--- config.mk ---
export PLATFORM = sky130hd
export DESIGN_NAME = scroll_controller
export DESIGN_NICKNAME = d
export VERILOG_FILES = /design/src/rtl/scroll_controller_pkg.sv /design/src/rtl/scroll_controller_key_conditioner.sv /design/src/rtl/scroll_controller.sv
export SDC_FILE = /design/constraint.sdc
export NUM_CORES = 1
export LEC_CHECK = 0
export CELL_PAD_IN_SITES_DETAIL_PLACEMENT = 0
export CELL_PAD_IN_SITES_GLOBAL_PLACEMENT = 1
export CORE_MARGIN = 1
export CORE_UTILIZATION = 48
export DETAILED_ROUTE_END_ITERATION = 6
export PLACE_DENSITY_LB_ADDON = 0.1
export SLEW_MARGIN = 0
export SYNTH_ARGS = -nofsm -noshare
export SYNTH_HDL_FRONTEND = slang
export SYNTH_SLANG_ARGS = --single-unit
--- constraint.sdc ---
create_clock -name CLOCK_50 -period 3.2 [get_ports CLOCK_50]
set_input_delay 0.64 -clock CLOCK_50 [delete_from_list [all_inputs] [get_ports CLOCK_50]]
set_output_delay 0.64 -clock CLOCK_50 [all_outputs]
set_load 0.03 [all_outputs]
--- src/rtl/scroll_controller_pkg.sv ---
// Shared definitions for the HEX rotation scroll controller.
// Contents:
//   NUM_POS, SEL_W  : rotation positions and the width of the select bus
//   speed_t         : encoding of the 2-bit speed switch
//   state_t         : run/pause state encoding
//   step_period()   : clock cycles per scroll step for a given speed setting
package scroll_controller_pkg;

   localparam int NUM_POS = 6;
   localparam int SEL_W   = 3;

   typedef enum logic [1:0] {
      SPD_1X = 2'b00,
      SPD_2X = 2'b01,
      SPD_4X = 2'b10,
      SPD_8X = 2'b11
   } speed_t;

   typedef enum logic {
      PAUSE = 1'b0,
      RUN   = 1'b1
   } state_t;

   // Cycles between automatic advances. step_div is a multiple of 8, so every
   // division here is exact.
   function automatic int step_period(input int step_div, input speed_t spd);
      case (spd)
         SPD_2X:  return step_div / 2;
         SPD_4X:  return step_div / 4;
         SPD_8X:  return step_div / 8;
         default: return step_div;
      endcase
   endfunction

endpackage

--- src/rtl/scroll_controller_key_conditioner.sv ---
// Pushbutton conditioner: 2-flop synchronizer, stability counter and a
// one-cycle press pulse on the released->pressed transition of the
// accepted level.
// Ports:
//   clk    in   system clock
//   rst_n  in   asynchronous active-low reset (conditioner returns to "released")
//   key_n  in   raw pushbutton, active low
//   press  out  one-cycle pulse when a press has been accepted
module key_conditioner #(
   parameter int DEB_CYC = 500000
) (
   input  logic clk,
   input  logic rst_n,
   input  logic key_n,
   output logic press
);

   localparam int CW = $clog2(DEB_CYC + 1);

   logic          sync_1;
   logic          sync_2;
   logic          level;   // accepted level, 1 = released
   logic [CW-1:0] cnt;     // consecutive samples differing from level

   // NOTE: every flop here is assigned with <= so all of them sample the
   // values from before the clock edge; blocking assignments would collapse
   // the synchronizer stages into a single flop.
   always_ff @(posedge clk or negedge rst_n) begin
      if (!rst_n) begin
         sync_1 <= 1'b1;
         sync_2 <= 1'b1;
         level  <= 1'b1;
         cnt    <= '0;
         press  <= 1'b0;
      end else begin
         sync_1 <= key_n;
         sync_2 <= sync_1;
         press  <= 1'b0;
         if (sync_2 == level) begin
            // Any sample agreeing with the accepted level restarts the count,
            // so bounce shorter than DEB_CYC never gets through.
            cnt <= '0;
         end else if (cnt == CW'(DEB_CYC - 1)) begin
            cnt   <= '0;
            level <= sync_2;
            press <= ~sync_2;   // only the move to pressed (low) pulses
         end else begin
            cnt <= cnt + CW'(1);
         end
      end
   end

endmodule

--- src/rtl/scroll_controller.sv ---
// Scroll controller for the 6-position HEX rotation datapath. Generates the
// select shared by the six character muxes: timed auto-scroll while running,
// single-step while paused, direction and speed from the switches.
// Ports:
//   CLOCK_50    in   system clock, rising edge
//   resetn      in   asynchronous active-low reset
//   run_key_n   in   raw pushbutton, active low; press toggles run/pause
//   step_key_n  in   raw pushbutton, active low; press steps once while paused
//   dir_sw      in   0 = sel counts up, 1 = sel counts down
//   speed_sw    in   step period STEP_DIV, /2, /4, /8
//   sel         out  mux select, always 0..NUM_POS-1
//   running     out  high in RUN
//   step_tick   out  one-cycle pulse whenever sel changes
//   wrap        out  one-cycle pulse when sel wraps around
module scroll_controller
   import scroll_controller_pkg::*;
#(
   parameter int STEP_DIV = 25000000,
   parameter int DEB_CYC  = 500000
) (
   input  logic             CLOCK_50,
   input  logic             resetn,
   input  logic             run_key_n,
   input  logic             step_key_n,
   input  logic             dir_sw,
   input  logic [1:0]       speed_sw,
   output logic [SEL_W-1:0] sel,
   output logic             running,
   output logic             step_tick,
   output logic             wrap
);

   localparam int PW = $clog2(STEP_DIV);

   state_t           state, state_nx;
   logic [PW-1:0]    presc, presc_nx, presc_last;
   logic [SEL_W-1:0] sel_nx;
   logic             step_tick_nx;
   logic             wrap_nx;
   logic             advance;
   logic             run_press;
   logic             step_press;

   key_conditioner #(.DEB_CYC(DEB_CYC)) u_run_key (
      .clk   (CLOCK_50),
      .rst_n (resetn),
      .key_n (run_key_n),
      .press (run_press)
   );

   key_conditioner #(.DEB_CYC(DEB_CYC)) u_step_key (
      .clk   (CLOCK_50),
      .rst_n (resetn),
      .key_n (step_key_n),
      .press (step_press)
   );

   // Terminal count follows the speed switch every cycle; comparing with >=
   // lets a speed increase mid-period advance on the very next cycle.
   assign presc_last = PW'(step_period(STEP_DIV, speed_t'(speed_sw)) - 1);

   assign running = (state == RUN);

   // NOTE: every signal written below gets its default before any branch, so
   // no path leaves a value unassigned and no latch is inferred.
   always_comb begin
      state_nx = state;
      presc_nx = presc;
      advance  = 1'b0;
      case (state)
         PAUSE: begin
            // Run press has priority; a simultaneous step press is dropped.
            if (run_press) begin
               state_nx = RUN;
               presc_nx = '0;
            end else if (step_press) begin
               advance = 1'b1;
            end
         end
         RUN: begin
            // Step presses are ignored while running; pausing freezes presc.
            if (run_press) begin
               state_nx = PAUSE;
            end else if (presc >= presc_last) begin
               presc_nx = '0;
               advance  = 1'b1;
            end else begin
               presc_nx = presc + PW'(1);
            end
         end
         default: state_nx = PAUSE;
      endcase
   end

   always_comb begin
      sel_nx       = sel;
      wrap_nx      = 1'b0;
      step_tick_nx = advance;
      if (advance) begin
         if (dir_sw) begin
            if (sel == '0) begin
               sel_nx  = SEL_W'(NUM_POS - 1);
               wrap_nx = 1'b1;
            end else begin
               sel_nx = sel - SEL_W'(1);
            end
         end else begin
            // >= keeps sel inside 0..NUM_POS-1 even from an unexpected value.
            if (sel >= SEL_W'(NUM_POS - 1)) begin
               sel_nx  = '0;
               wrap_nx = 1'b1;
            end else begin
               sel_nx = sel + SEL_W'(1);
            end
         end
      end
   end

   always_ff @(posedge CLOCK_50 or negedge resetn) begin
      if (!resetn) begin
         state     <= PAUSE;
         presc     <= '0;
         sel       <= '0;
         step_tick <= 1'b0;
         wrap      <= 1'b0;
      end else begin
         state     <= state_nx;
         presc     <= presc_nx;
         sel       <= sel_nx;
         step_tick <= step_tick_nx;
         wrap      <= wrap_nx;
      end
   end

endmodule

==> flow_summary.yaml, run 1 <==
clock_network:
  clock-sinks: 77
  htree_num_levels: 3
  cts_buffers: 9
  cts_root_buf: "clkbuf_8"
  cts_tree: "built"
  post_cts_buffers: 0
  clk_latency_ps: 350
  cts_buffer_depth: 2
  clk_pin_slew_ps: 80
  ctsHoldBuffers: 0
power:
  p_leak_uw: 0.00221
  vdd_drop_max_uv: 243
  power_density_nw_per_um2: 352
critical_path:
  worstPathRequired_ps: 3470
  arrival_ps: 3120
  cp-endpoint: "sel[0]"
  rr_endpoint: "presc[19]"
  r2r-start: "presc[20]"
  r2r_slack_ps: 710
  worstSetupPathType: "in2reg"
  critPathMaxFanout: 7
  crit_start: "speed_sw[0]"
  start_kind: "primary input"
  cp-end-kind: "flop"
  rr_worst_depth: 9
die:
  io_pins: 13
  rows: 35
  die_h_um: 99.4
  die_width_um: 99.4
  core_sq_um: 9240
  start_util_pct: 49.3
  dieArea_sq_um: 9890
yosys:
  netlist_area_sq_um: 4560
  ys_types: 61
  yosys_warnings: 0
  syn_avg_cell_area_sq_um: 8.90
  synth_ff_type: "dfrtp_1"
  synthArstFlopShare_pct: 100
  synth_area_leaders: "dfrtp_1 39%, ha_1 7.4%, nor2_1 5.5%"
  ys_seq_area_share_pct: 42.4
  synth_edf_count: 0
  ys_ff_latch: 77
  synth_area_leader_cell: "dfrtp_1"
  synth_top_area_share_pct: 39.0
  synth_cells: 512
  syn_nets: 546
placement:
  gp_congestion: 0.855
  place_inst: 657
  io_buffers: 12
  pre_cts_ws_ps: -386
  dp_hpwl_um: 6850
routing:
  vias: 3733
  drt_wl_total_um: 9830
  via_per_inst: 5.55
  antenna_left: 0
  drt_iter0_drc: 219
  drcViolationCount: 0
  wl_per_cell_um: 14.6
  dr.pass1.iters: 4
hold_path:
  hold_path.class: "reg2reg"
final_layout:
  finalNonFillerCells: 673
  fill_cells: 858
  final_core_util_pct: 55.5
  syn2layout_area_growth_pct: 12.5
  final_common_cell: "dfrtp_1"
  drive_gt1_share_pct: 12.3
  mostFrequentLayoutCells: "71 x dfrtp_1, 67 x nor2_1, 57 x nand2_1"
  antennaDiodeCount: 0
  layout.nets: 573
sta:
  timing.hold.ws_ps: 357
  worst_slack_ps: 350
  clock_skew_ps: 13.0
  fin_crit_sh_pct: 89.1
  tightest_slew_ps: 971
  setup_tns_ps: 0
  setup_viol: 0
  slew_headroom_pct: 35.2
  maxSlewViolCount: 0
  fmax_mhz: 351
  rsz0062_at_grt: "false"
  min_period_ps: 2850
  hold_viol: 0
grt:
  grtUsageTotal_pct: 22.1
  grt_pass1_vias: 3710
  met3_usage_pct: 4.78
  grt_overflow: 0
  grtUsageMet1_pct: 28.7
  grt_max_degree: 78
  antenna_found_initial: 0
  grt.busiest_layer: "met2"
  met2_usage_pct: 36.3
  grt_pass1_wl_um: 17300
flow_run:
  max_cap_violations: 0
status:
  status: "finished, final reports clean"
-- metrics by stage --
stage	power, uW	cell area [sq um]
after global placement	1100	4930
after global routing	1890	5130
after CTS	1840	5120
final	1810	5130
after floorplan	1050	4560
after detailed placement	1100	4930
-- per-layer routing --
| layer | vias up | share of wire [%] |
|---|---|---|
| met3 | 9 | 3.7 |
| li1 | 1866 | - |
| met5 | - | 0 |
| met2 | 60 | 47 |
| met4 | 0 | 0.97 |
| met1 | 1798 | 48 |
-- state kept, by name, summed over array words and instances, names as in the netlist --
signal             cells
presc                 25
u_run_key.cnt         19
u_step_key.cnt        19
sel                    3
running                1
step_tick              1
u_run_key.level        1
u_run_key.press        1
u_run_key.sync_1       1
u_run_key.sync_2       1
u_step_key.level       1
u_step_key.press       1
u_step_key.sync_1      1
u_step_key.sync_2      1
wrap                   1
-- critical path: stages --
cell,delay [ps]
dlymetal6s2s_1,160
inv_2,70
nand2_1,80
ha_1,300
ha_1,300
nand4_1,110
nor4b_2,230
o31a_1,190
o2111ai_2,140
and3_4,220
buf_4,150
or4_1,450
o21ai_0,80
-- how the worst min path moves through the flow --
| stage | start | end | slack (ps) | depth (start not counted) |
|---|---|---|---|---|
| after CTS | u_run_key.sync_1 | u_run_key.sync_2 | 360 | 0 |
| after global placement | u_run_key.sync_1 | u_run_key.sync_2 | 350 | 0 |
| after detailed placement | u_run_key.sync_1 | u_run_key.sync_2 | 350 | 0 |
| after floorplan | resetn | presc[0] | 340 | 0 |
| after global routing | u_step_key.sync_1 | u_step_key.sync_2 | 360 | 0 |
| final | u_run_key.sync_1 | u_run_key.sync_2 | 360 | 0 |
-- power by group --
part	total (uW)	internal [uW]	switching [uW]
combinational	90.8	34.9	55.9
clock	725	359	366
sequential	990	983	7.19
total	1810	1380	429
-- cell usage after synthesis (all sizes together) (6+ instances only) --
library cell	instances
a21oi	32
a22oi	12
a31oi	6
and3	11
buf	7
clkbuf	13
dfrtp	71
dfstp	6
ha	27
inv	30
nand2	57
nand3	24
nand4	15
nor2	68
nor3	7
o21ai	18
o22ai	13
or3	8
xnor2	12
xor2	19
-- cell type report --
class	count	area, sq um	area share [%]
timing repair buffer	36	303	5.90
tap	129	161	3.15
sequential	77	1930	37.7
multi-input combinational	385	2430	47.3
inverter	30	113	2.20
clock inverter	6	63.8	1.24
clock buffer	10	128	2.49
-- repair_timing --
item	4_1_cts	5_1_grt
resized for setup	1	3
pin swaps	0	1
endpoints found under the setup margin	1	12
-- cell families after synthesis --
logic type	share of synthesized area, %
fa+ha+maj	7.41
other cells	0.165
compound gates	14.7
simple gates	23.7
buf+inv	4.42
xor+xnor	5.96
flops	42.4
mux	1.18
(Power assumes the default switching activity.)
==> inputs of run 2 (changes only) <==
--- a/config.mk
+++ b/config.mk
@@ -5,6 +5,7 @@
 export SDC_FILE = /design/constraint.sdc
 export NUM_CORES = 1
 export LEC_CHECK = 0
+export ABC_CLOCK_PERIOD_IN_PS = 3200
 export CELL_PAD_IN_SITES_DETAIL_PLACEMENT = 0
 export CELL_PAD_IN_SITES_GLOBAL_PLACEMENT = 1
 export CORE_MARGIN = 1
==> results of run 2 <==
The final DEF is identical to that of run 1; final timing and power are the same.
